--- src/rtl/input_debouncer_pkg.sv ---
// input_debouncer_pkg: shared sizing helper for the debounce stability counter.
package input_debouncer_pkg;
  function automatic int cnt_width(input int ticks);
    return (ticks <= 2) ? 1 : $clog2(ticks);
  endfunction
endpackage

--- src/rtl/input_debouncer_debounce_channel.sv ---
// debounce_channel: one bit of 2-flop sync, tick-qualified stability counter, clean level and edge strobes.
module debounce_channel
  import input_debouncer_pkg::*;
#(
  parameter int   STABLE_TICKS = 4,
  parameter logic RESET_LEVEL  = 1'b0
) (
  input  logic clock,
  input  logic reset,
  input  logic tick,
  input  logic raw_in,
  output logic clean_out,
  output logic rise,
  output logic fall
);
  localparam int CW = cnt_width(STABLE_TICKS);
  localparam logic [CW-1:0] LAST = CW'(STABLE_TICKS - 1);
  logic r_sync1, r_sync2, r_clean, r_rise, r_fall;
  logic [CW-1:0] r_cnt;
  logic w_diff, w_accept;
  assign w_diff    = r_sync2 != r_clean;
  assign w_accept  = w_diff && tick && r_cnt == LAST;
  assign clean_out = r_clean;
  assign rise      = r_rise;
  assign fall      = r_fall;
  always_ff @(posedge clock) begin
    if (reset) begin
      r_sync1 <= RESET_LEVEL;
      r_sync2 <= RESET_LEVEL;
      r_clean <= RESET_LEVEL;
      r_cnt   <= '0;
      r_rise  <= 1'b0;
      r_fall  <= 1'b0;
    end else begin
      r_sync1 <= raw_in;
      r_sync2 <= r_sync1;
      r_clean <= w_accept ? r_sync2 : r_clean;
      r_cnt   <= (!w_diff || w_accept) ? '0 : tick ? r_cnt + 1'b1 : r_cnt;
      r_rise  <= w_accept && r_sync2;
      r_fall  <= w_accept && !r_sync2;
    end
  end
endmodule

--- src/rtl/input_debouncer.sv ---
// input_debouncer: NR_OF_BITS independent synchronized, debounced channels with rise/fall strobes.
module input_debouncer #(
  parameter int   NR_OF_BITS   = 2,
  parameter int   STABLE_TICKS = 4,
  parameter logic RESET_LEVEL  = 1'b0
) (
  input  logic                  clock,
  input  logic                  reset,
  input  logic                  tick,
  input  logic [NR_OF_BITS-1:0] raw_in,
  output logic [NR_OF_BITS-1:0] clean_out,
  output logic [NR_OF_BITS-1:0] rise,
  output logic [NR_OF_BITS-1:0] fall
);
  for (genvar i = 0; i < NR_OF_BITS; i++) begin : g_ch
    debounce_channel #(
      .STABLE_TICKS(STABLE_TICKS),
      .RESET_LEVEL (RESET_LEVEL)
    ) u_ch (
      .clock    (clock),
      .reset    (reset),
      .tick     (tick),
      .raw_in   (raw_in[i]),
      .clean_out(clean_out[i]),
      .rise     (rise[i]),
      .fall     (fall[i])
    );
  end
endmodule

--- config.mk ---
export PLATFORM = sky130hd
export DESIGN_NAME = input_debouncer
export DESIGN_NICKNAME = d
export VERILOG_FILES = /design/src/rtl/input_debouncer_pkg.sv /design/src/rtl/input_debouncer_debounce_channel.sv /design/src/rtl/input_debouncer.sv
export SDC_FILE = /design/constraint.sdc
export NUM_CORES = 1
export LEC_CHECK = 0
export ABC_CLOCK_PERIOD_IN_PS = 1500
export CORE_MARGIN = 3
export CORE_UTILIZATION = 39
export DETAILED_ROUTE_END_ITERATION = 8
export GPL_TIMING_DRIVEN = 0
export PLACE_DENSITY = 0.7
export SETUP_SLACK_MARGIN = 0.1
export SYNTH_ARGS = -nofsm -noshare
export SYNTH_HDL_FRONTEND = slang
export SYNTH_SLANG_ARGS = --single-unit
--- constraint.sdc ---
create_clock -name clock -period 1.5 [get_ports clock]
set_input_delay 0.225 -clock clock [delete_from_list [all_inputs] [get_ports clock]]
set_output_delay 0.225 -clock clock [all_outputs]
set_load 0.1 [all_outputs]
# --- Yosys cells after proc, flatten, opt, wreduce, memory -nomap -nowiden ---
# Cells that the tools add are included.
totals:
  input_bits: 5
  out_inout_bits: 6
  elab_cells: 34
  register_bits: 14
op_classes:
  reduce_logical: 16
  n_eq_ne: 4
  addsub: 2
ops:
  columns: ["cell", "count"]
  rows:
  - ["logical AND 1 bit", 8]
  - ["adder 2 x 1 -> 2 bit (second input constant)", 2]
  - ["== test 2 bit (second input constant)", 2]
  - ["zero test 1 bit", 4]
  - ["OR reduction 2 bit", 2]
  - ["logical OR 1 bit", 2]
  - ["inequality test 1 bit", 2]

# --- Longest topological paths before layout ---
# Gate-level depths: netlist (run 1).
depth:
  word_depth: 5
  mapped_depth: 3
  ltp_nobuf: 3

# --- Modules after synthesis ---
# A second synthesis (run 1) with hierarchy kept.
hier_totals:
  cells_unflattened: 46
  area_unflattened_um2: 528.0
by_module_without_submodules:
  columns: ["mod", "area_each_um2", "seq_area_each_um2", "n_inst", "cells_each"]
  rows:
  - ["debounce_channel", 264.0, 140.1, 2, 23]

# --- Worst setup path after synthesis (run 1) ---
# OpenSTA, ideal clock, no wires.
synth_path:
  path_type: "reg-to-reg"
  startpoint: "reg g_ch[0].u_ch.r_cnt[0]"
  endpoint: "reg g_ch[0].u_ch.r_cnt[0]"
  path_stages_with_launch: 4
  path_slack_ps: 376
  arrival_ps: 1044
  t_required_ps: 1420
  path_buffers: 0
  setup_ps: 80
  period_less_slack_ps: 1124
  cell_sequence: "dfxtp_1 -> ha_1 -> or3b_1 -> a211oi_2"
synth_between:
  elab_chain_cells: 4
  word_cells_on_any_way: 5
  cone_classes: "add/sub: 1; eq/ne: 1; reduce/logical: 3"
synth_lines:
  columns: ["item", "line", "source"]
  rows:
  - ["start: declaration", "input_debouncer_debounce_channel.sv:19", "logic [CW-1:0] r_cnt;"]
  - ["start signal: assignment", "input_debouncer_debounce_channel.sv:38", "r_cnt <= (!w_diff || w_accept) ? '0 : tick ? r_cnt + 1'b1 : r_cnt;"]
  - ["== test 2 bit", "input_debouncer_debounce_channel.sv:22", "assign w_accept = w_diff && tick && r_cnt == LAST;"]
  - ["logical AND 1 bit", "input_debouncer_debounce_channel.sv:22", null]
  - ["logical OR 1 bit", "input_debouncer_debounce_channel.sv:38", null]
  - ["OR reduction 2 bit (no line)", null, null]
# Parallel ways exist; a longest one is shown, timed or not.
# A chain may end at the register's enable or synchronous reset.

# --- Worst setup path after layout (run 1) ---
layout_path:
  startpoint: "reg g_ch[1].u_ch.r_rise"
  endpoint: "out rise[1]"
layout_lines:
  columns: ["item", "line", "source"]
  rows:
  - ["start: declaration", "input_debouncer_debounce_channel.sv:18", "logic r_sync1, r_sync2, r_clean, r_rise, r_fall;"]
  - ["start signal: assignment", "input_debouncer_debounce_channel.sv:39", "r_rise <= w_accept && r_sync2;"]
  - ["end: declaration", "input_debouncer.sv:12", "output logic [NR_OF_BITS-1:0] rise,"]
# No word-level cell between the ends.

==> metrics.txt, run 1 <==
cell count after synthesis 54; WL final 836 um; Area Growth Syn to Fin 22.3%; total gr overflow 0; Hold Crit Start g_ch[0].u_ch.r_sync1; gpl congestion 0.671; die area 2000 sq um; DR vias 386; crit path max fanout 1; first-pass GRT wire length 1330 um; DR iter-0 viols 6; DRT antenna net count 0; Yosys reg bits 14; worst path cell trace buf_4 -> buf_2; CP endpoint kind output pin; Period minus WS final 1.32 ns; dpl cells 79; starting density of the core 43.3%; Ports 11; Max clock buf depth 2; Core Rows 13; Synth cell types 16; Clock Pin Slew Worst Setup and Hold Paths 0.08 ns; Avg WL per Cell 10.1 um; synthesized cell area 584 sq um; Die X 44.7 um; PD cells 958 nW/um^2; Clock Skew 0.000631 ns; R2R Setup Slk 0.31 ns; Final Power 0.000684 W; VDD IR max 0.000524 V; LEAKAGE 0.287 nW; max-slew violations 0; status complete, no violations; pre-CTS WS -0.353 ns; largest net degree at the start of global routing 11; via/cell ratio 4.65; Syn Area/Cell 10.8 sq um; Hold Path Class register to register; clk_lat worst skew 0.28 ns; reg2reg path depth 3; Slew @ Worst Pin 0.489 ns; crit path to rise[1]; drt pass-1 iters 2; reg2reg end g_ch[1].u_ch.r_cnt[0]; H-tree depth 1; share of the yosys chip area belonging to registers 48.0%; aggregate global-route resource usage 9.93%; CP Class register to output pin; filler-free cell count of the finished design 83; Max Cap Viol 0; slowest CP cell buf_2; Die Ht 44.7 um; Core ar. 1350 sq um; RSZ-0062 raised after global routing no; vias in the first global route 322; CP required 1.27 ns; I/O Buffers 10; Mapped Nets 61; Synth Warn # 0; initial antenna violation count 0; Hold WS 0.448 ns; layout net count 76; Setup violations, final 0; slowest stage delay, CP 0.41 ns; ANT cells 0; layout cell share with drive strength beyond 1 30.9%; Final WS setup 0.184 ns; crit start category register; top achievable clock speed 760 MHz; CTS tree yes; Util after Layout 52.9%; fin crit share 87.7%; reg2reg start g_ch[1].u_ch.r_cnt[0]; Final Hold Fails 0; clock tree sinks 14; CTS Root Cell clkbuf_4; Rel. slew slack 67.7%; WP data arrival 1.09 ns; CTS Buf Count 3; DP Wirelength 622 um; drc violations 0; worst setup path startpoint g_ch[1].u_ch.rise
repair_timing:
item                       in CTS  in global routing
hold buffers                    0                  0
setup endpoints to repair       6                  1
setup buffers                   0                  0
resized for setup              31                  2
metal layers:
metal  global-route usage (%)  wire (um)  vias to the layer above
met2                     12.3        356                        9
met5                        0          0                        -
met1                     11.5        399                      164
li1                         -          -                      209
met4                     9.04         26                        0
met3                     5.98         53                        4
flip-flops by register name, summed over array words and instances, names as in the netlist:
name	count
g_ch.u_ch.fall	2
g_ch.u_ch.clean_out	2
g_ch.u_ch.r_sync1	2
g_ch.u_ch.r_sync2	2
g_ch.u_ch.r_cnt	4
g_ch.u_ch.rise	2
area by class of cell:
type	instances	area, sq um
Sequential cell	14	280
Fill cell	126	636
Multi-Input combinational cell	32	250
Tap cell	15	18.8
Clock buffer	4	36.3
Buffer	8	53.8
Timing Repair Buffer	10	75.1
power breakdown:
part	internal, W	leakage (nW)	switching, W
combinational	0.0000205	0.153	0.0000145
sequential	0.000377	0.114	0.00000333
clock	0.000148	0.0210	0.000121
logic make-up (layout without fill, tap and decap cells):
family	count (synthesis)	in the layout	share of synthesized area, %
xor gates and xnor gates	2	2	3.00
adders and majority gates	2	2	4.28
and+or+nand+nor	20	20	23.6
DFF	14	14	48.0
AOI/OAI and AO/OA	8	8	12.0
buffers and inverters	8	22	9.21
worst min path at each step:
stage                                end  slack, ns  depth (start not counted)
floorplan           g_ch[0].u_ch.r_sync1       0.35                          1
global placement    g_ch[1].u_ch.r_sync2       0.43                          1
detailed placement  g_ch[0].u_ch.r_sync2       0.43                          1
CTS                 g_ch[0].u_ch.r_sync2       0.45                          1
global route        g_ch[0].u_ch.r_sync2       0.46                          1
finish              g_ch[0].u_ch.r_sync2       0.45                          1
Yosys cell counts:
cell | count | area share (%)
a21oi_1 | 2 | 1.7
nor2b_1 | 4 | 4.3
a211oi_1 | 2 | 2.6
nor3b_1 | 4 | 5.1
dfxtp_1 | 14 | 48
ha_1 | 2 | 4.3
a21bo_2 | 2 | 3.4
a211oi_2 | 2 | 4.3
nand3b_1 | 4 | 5.1
buf_2 | 1 | 0.86
buf_4 | 6 | 7.7
nand3_1 | 2 | 1.7
clkbuf_1 | 1 | 0.64
xnor2_1 | 2 | 3.0
nand2b_1 | 4 | 4.3
or3b_1 | 2 | 3.0
layout by cell type, fill, tap and decap left out:
master           count
nor3b_1              4
clkbuf_1             1
nand2b_1             4
xnor2_1              2
clkdlybuf4s50_1      4
ha_1                 2
a211oi_2             2
a211oi_1             2
nand3b_1             4
nand3_1              2
nor2b_1              4
buf_2                5
clkbuf_4             3
clkbuf_8             1
a21oi_1              2
or3b_1               2
a21bo_2              2
buf_4                8
dfxtp_1             14
through the flow:
stage | setup TNS, ns | area (sq um)
CTS | 0 | 712
detailed placement | -1.58 | 703
global placement | -1.54 | 703
finish | 0 | 714
floorplan | 0 | 584
global route | 0 | 714
critical path: cells and delay by family, from the launching register on:
| kind | cells | cell delay, ns |
|---|---|---|
| buffers and inverters | 2 | 0.50 |
| DFF | 1 | 0.32 |
No activity file was read; power rests on OpenSTA's default activity.
==> run 2: changes to the inputs <==
Settings changed: ABC_CLOCK_PERIOD_IN_PS 1500 to 1400.
Clock period 1.5 ns to 1.4 ns, I/O delays scaled along.
==> run 2 against run 1 <==
Compared with the run above:
- routed wire length down 0.24%
- cell area is 2.8% higher
- register-to-register slack worse by 0.096 ns
==> metrics.txt, run 2 (same netlist as run 1, synthesis figures left out) <==
status complete, no violations (unchanged); reg2reg start g_ch[1].u_ch.r_cnt[0] (unchanged); most common cell after layout, fill and taps aside dfxtp_1 (unchanged); first-pass GRT wire length 1330 um (unchanged); Slew @ Worst Pin 0.459 ns (was 0.489 ns); DR vias 389 (was 386); met3 Usage GRT 5.98% (unchanged); reg2reg path depth 3 (unchanged); Die Ht 44.7 um (unchanged); Hold Crit Depth 1 (unchanged); Max Cap Viol 0 (unchanged); starting density of the core 43.3% (unchanged); DP Wirelength 622 um (unchanged); I/O Buffers 10 (unchanged); M2 GR Usage 12.3% (unchanged); Min-Delay Endpoint g_ch[0].u_ch.r_sync2 (unchanged); Rel. slew slack 69.4% (was 67.7%); clock tree sinks 14 (unchanged); R2R Setup Slk 0.21 ns (was 0.31 ns); filler-free cell count of the finished design 83 (unchanged); ANT cells 0 (unchanged); crit start category register (unchanged); DRT antenna net count 0 (unchanged); H-tree depth 1 (unchanged); max-slew violations 0 (unchanged); die area 2000 sq um (unchanged); Max clock buf depth 2 (unchanged); Ports 11 (unchanged); max reg flops 4 (unchanged); CTS tree yes (unchanged); CTS Root Cell clkbuf_4 (unchanged); gpl congestion 0.671 (unchanged); Post-CTS Setup Bufs 0 (unchanged); drc violations 0 (unchanged); aggregate global-route resource usage 9.93% (unchanged); total gr overflow 0 (unchanged); layout cell share with drive strength beyond 1 33.8% (was 30.9%); PD cells 997 nW/um^2 (was 958 nW/um^2); Clock Skew 0.00138 ns (was 0.000631 ns); Post-DP Area 703 sq um (unchanged); Avg WL per Cell 10.0 um (was 10.1 um); Area Growth Syn to Fin 25.7% (was 22.3%); Core Rows 13 (unchanged); vias in the first global route 322 (unchanged); Hold Crit Start g_ch[0].u_ch.r_sync1 (unchanged); Period minus WS final 1.19 ns; layout net count 76 (unchanged); initial antenna violation count 0 (unchanged); Setup violations, final 0 (unchanged); met1 GRT Util 11.5% (unchanged); Most flops, register g_ch.u_ch.r_cnt (unchanged); CP Class register to register (was register to output pin); CTS Buf Count 3 (unchanged); Core ar. 1350 sq um (unchanged); RSZ-0062 raised after global routing no (unchanged); WL final 834 um (was 836 um); reg2reg end g_ch[1].u_ch.r_cnt[0] (unchanged); DR iter-0 viols 5 (was 6); LEAKAGE 0.289 nW (was 0.287 nW); clk_lat worst skew 0.28 ns (about the same); CP endpoint kind register (was output pin); CP required 1.61 ns (was 1.27 ns); Die X 44.7 um (unchanged); Clock Pin Slew Worst Setup and Hold Paths 0.08 ns (about the same); VDD IR max 0.000560 V (was 0.000524 V); WP data arrival 1.39 ns (was 1.09 ns); fin crit share 84.7%; drt pass-1 iters 2 (unchanged); commonest non-fill, non-tap cells in the layout 12 x dfxtp_1, 10 x buf_4 (was 14 x dfxtp_1, 8 x buf_4, 5 x buf_2); via/cell ratio 4.69 (was 4.65); top achievable clock speed 844 MHz; largest net degree at the start of global routing 11 (unchanged); post-route cell area 734 sq um (was 714 sq um); dpl cells 79 (unchanged); Final Hold Fails 0 (unchanged); Hold Path Class register to register (unchanged); crit path max fanout 5 (was 1); grt peak-use layer met2 (unchanged)
[run 2: cell counts in the layout (fill, tap and decap cells not counted)]
Identical to the previous run, type by type.
[run 2: routing by layer]
metal,part of all wire (%),vias to the layer above,wire (um)
li1,-,209,-
met1,47,167,390
met2,44,9,364
met3,6.4,4,53
met4,3.1,0,26
met5,0,-,0
[run 2: how the worst max path moves through the flow]
stage	endpoint	slack, ns	startpoint	depth (start not counted)
floorplan	g_ch[0].u_ch.r_cnt[0]	0.28	g_ch[0].u_ch.r_cnt[0]	3
global route	g_ch[0].u_ch.r_cnt[0]	0.14	g_ch[0].u_ch.r_cnt[0]	3
finish	g_ch[1].u_ch.r_cnt[0]	0.21	g_ch[1].u_ch.r_cnt[0]	3
detailed placement	clean_out[1]	-0.44	g_ch[1].u_ch.clean_out	2
global placement	clean_out[1]	-0.42	g_ch[1].u_ch.clean_out	2
CTS	clean_out[1]	0.09	g_ch[1].u_ch.clean_out	2
[run 2: worst max-delay path, cell delays in order, from the launching register on]
cell and delay (ns):
dfxtp_1 0.33, ha_1 0.24, or3b_1 0.37, a211oi_2 0.17
[run 2: final cells by class]
cell class | count | area, sq um
plain buffers | 8 | 53.8
well taps | 15 | 18.8
repair buffers | 10 | 92.6
clock buffers | 4 | 36.3
fillers | 122 | 616
multi-input cells | 32 | 250
flip-flops and latches | 14 | 283
[run 2: power breakdown]
group | switching, W | internal (W)
Clock | 0.000129 | 0.000158
Sequential | 0.00000357 | 0.000404
Combinational | 0.0000155 | 0.0000219
[run 2: what timing repair did]
action	in CTS	in global routing
gates resized for setup	37	3
endpoints found under the setup margin	6	2
hold buffers	0	0
[run 2: metrics by stage]
stage / setup TNS (ns) / worst slack, ns / total power, W / utilization, % / hold WS (ns)
6_report: 0 / 0.214 / 0.000733 / 54.4 / 0.447
4_1_cts: 0 / 0.0918 / 0.000751 / 53.9 / 0.455
3_3_place_gp: -2.05 / -0.423 / 0.000455 / 52.1 / 0.431
3_5_place_dp: -2.09 / -0.438 / 0.000455 / 52.1 / 0.429
2_1_floorplan: 0 / 0.276 / 0.000439 / - / 0.338
5_1_grt: 0 / 0.137 / 0.000771 / 54.4 / 0.463
==> run 3: changes to the inputs <==
Settings changed: ABC_CLOCK_PERIOD_IN_PS 1400 to 1070, PLACE_DENSITY 0.7 to 0.72.
Clock period 1.4 ns to 1.07 ns, I/O delays scaled along.
==> run 3 against run 2 <==
Compared with the run above:
- the run now ends with negative setup slack left
- utilization up 11 points
- sequential share of layout area down 5.3 points
- combinational power up 55%
- cell area up 21%
- critical path type unchanged
- largest power group unchanged
- highest routed layer unchanged
==> metrics.txt, run 3 (same netlist as run 1, synthesis figures left out) <==
dpl cells 79 (unchanged); top achievable clock speed 897 MHz (was 844 MHz); most common cell after layout, fill and taps aside dfxtp_2 (was dfxtp_1); wl on met1 535 um (was 390 um); vias in the first global route 424 (was 322); clock tree sinks 14 (unchanged); CP required 1.28 ns (was 1.61 ns); CP endpoint kind register (unchanged); Hold WS 0.280 ns (was 0.447 ns); Post-DP Area 708 sq um (was 703 sq um); failing checks negative setup slack; CTS Root Cell clkbuf_4 (unchanged); CTS tree yes (unchanged); LEAKAGE 0.323 nW (was 0.289 nW); I/O Buffers 10 (unchanged); die area 2000 sq um (unchanged); fin crit share 104% (was 84.7%); status finished, violations left (was complete, no violations); Ports 11 (unchanged); ANT cells 0 (unchanged); filler-free cell count of the finished design 84 (was 83); setup TNS -0.0825 ns (was 0 ns); crit start category register (unchanged); DRT antenna net count 0 (unchanged); Area Growth Syn to Fin 52.2% (was 25.7%); Period minus WS final 1.12 ns (was 1.19 ns); Final Hold Fails 0 (unchanged); drc violations 0 (unchanged); RSZ-0062 raised after global routing yes (was no); clk_lat worst skew 0.28 ns (about the same); Avg WL per Cell 14.2 um (was 10.0 um); Clock Skew 0.000785 ns (was 0.00138 ns); Clock Pin Slew Worst Setup and Hold Paths 0.08 ns (about the same); Die Ht 44.7 um (unchanged); DR iter-0 viols 6 (was 5); H-tree depth 1 (unchanged); largest net degree at the start of global routing 11 (unchanged); Routed met2 length 591 um (was 364 um); Max clock buf depth 2 (unchanged); CP Class register to register (unchanged); Hold Path Class primary input to register (was register to register); layout cell share with drive strength beyond 1 59.4% (was 33.8%); first-pass GRT wire length 1960 um (was 1330 um); starting density of the core 43.3% (unchanged); CTS Buf Count 3 (unchanged); aggregate global-route resource usage 14.2% (was 9.93%); PD cells 997 nW/um^2 (about the same); via/cell ratio 5.01 (was 4.69); highest metal used met4 (unchanged); VDD IR max 0.000620 V (was 0.000560 V); max reg flops 4 (unchanged); Die X 44.7 um (unchanged); layout net count 78 (was 76); Util after Layout 65.9% (was 54.4%); crit path max fanout 2 (was 5); Rel. slew slack 80.5% (was 69.4%); DR vias 421 (was 389); commonest non-fill, non-tap cells in the layout 9 x dfxtp_2, 6 x buf_12, 5 x buf_4 (was 12 x dfxtp_1, 10 x buf_4); WL final 1190 um (was 834 um); WP data arrival 1.32 ns (was 1.39 ns); total gr overflow 0 (unchanged); Final WS setup -0.0454 ns (was 0.214 ns); max-slew violations 0 (unchanged); gpl congestion 0.676 (was 0.671); Max Cap Viol 0 (unchanged); drt pass-1 iters 3 (was 2); hold buffers post-CTS 0 (unchanged); Most flops, register g_ch.u_ch.r_cnt (unchanged); Setup violations, final 4 (was 0); post-route cell area 890 sq um (was 734 sq um); Slew @ Worst Pin 0.290 ns (was 0.459 ns); initial antenna violation count 0 (unchanged); Core Rows 13 (unchanged); met3 wire len 40 um (was 53 um); Core ar. 1350 sq um (unchanged)
run 3: changes by cell type in the layout (fill, tap and decap cells not counted), sizes merged:
| cell | change |
|---|---|
| clkbuf | -1 |
| clkdlybuf4s50 | -1 |
| buf | +2 |
| dlymetal6s2s | +1 |
run 3: layout make-up:
| type | count | area, sq um |
|---|---|---|
| Multi-Input combinational cell | 32 | 303 |
| Tap cell | 15 | 18.8 |
| Fill cell | 107 | 460 |
| Buffer | 4 | 38.8 |
| Sequential cell | 14 | 295 |
| Clock buffer | 3 | 22.5 |
| Timing Repair Buffer | 16 | 211 |
run 3: where the power goes:
group / switching, W / total [W] / internal [W]
clock: 0.000166 / 0.000297 / 0.000131
combinational: 0.0000233 / 0.0000579 / 0.0000346
sequential: 0.00000596 / 0.000532 / 0.000526
total: 0.000195 / 0.000887 / 0.000692
run 3: worst max-delay path, cell delays in order, from the launching register on:
cell,delay [ns]
dfxtp_2,0.35
ha_4,0.16
or3b_4,0.37
a211oi_2,0.16
run 3: timing repair:
item	4_1_cts	5_1_grt
gates resized for setup	73	7
buffers inserted	5	1
pin swaps	2	2
setup endpoints to repair	14	16
hold endpoints to repair	0	0
run 3: final timing paths:
path	startpoint	end	slack (ns)	cells after the start
setup / recovery	g_ch[0].u_ch.r_cnt[1]	g_ch[0].u_ch.r_cnt[0]	-0.05	3
hold / removal	tick	g_ch[1].u_ch.r_cnt[0]	0.28	3
setup reg to reg	g_ch[0].u_ch.r_cnt[1]	g_ch[0].u_ch.r_cnt[0]	-0.05	3
hold reg to reg	g_ch[1].u_ch.r_sync1	g_ch[1].u_ch.r_sync2	0.45	1
run 3: metrics by stage:
step,setup slack [ns],power (W)
finish,-0.0454,0.000887
global route,-0.0786,0.000916
CTS,-0.0362,0.000893
detailed placement,-0.725,0.000595
global placement,-0.704,0.000595
floorplan,-0.00782,0.000574
run 3: routing by layer:
metal / global-route usage, % / vias to the layer above
met3: 2.39 / 4
met5: 0 / -
met4: 12.7 / 0
li1: - / 212
met1: 17.4 / 198
met2: 20.9 / 7
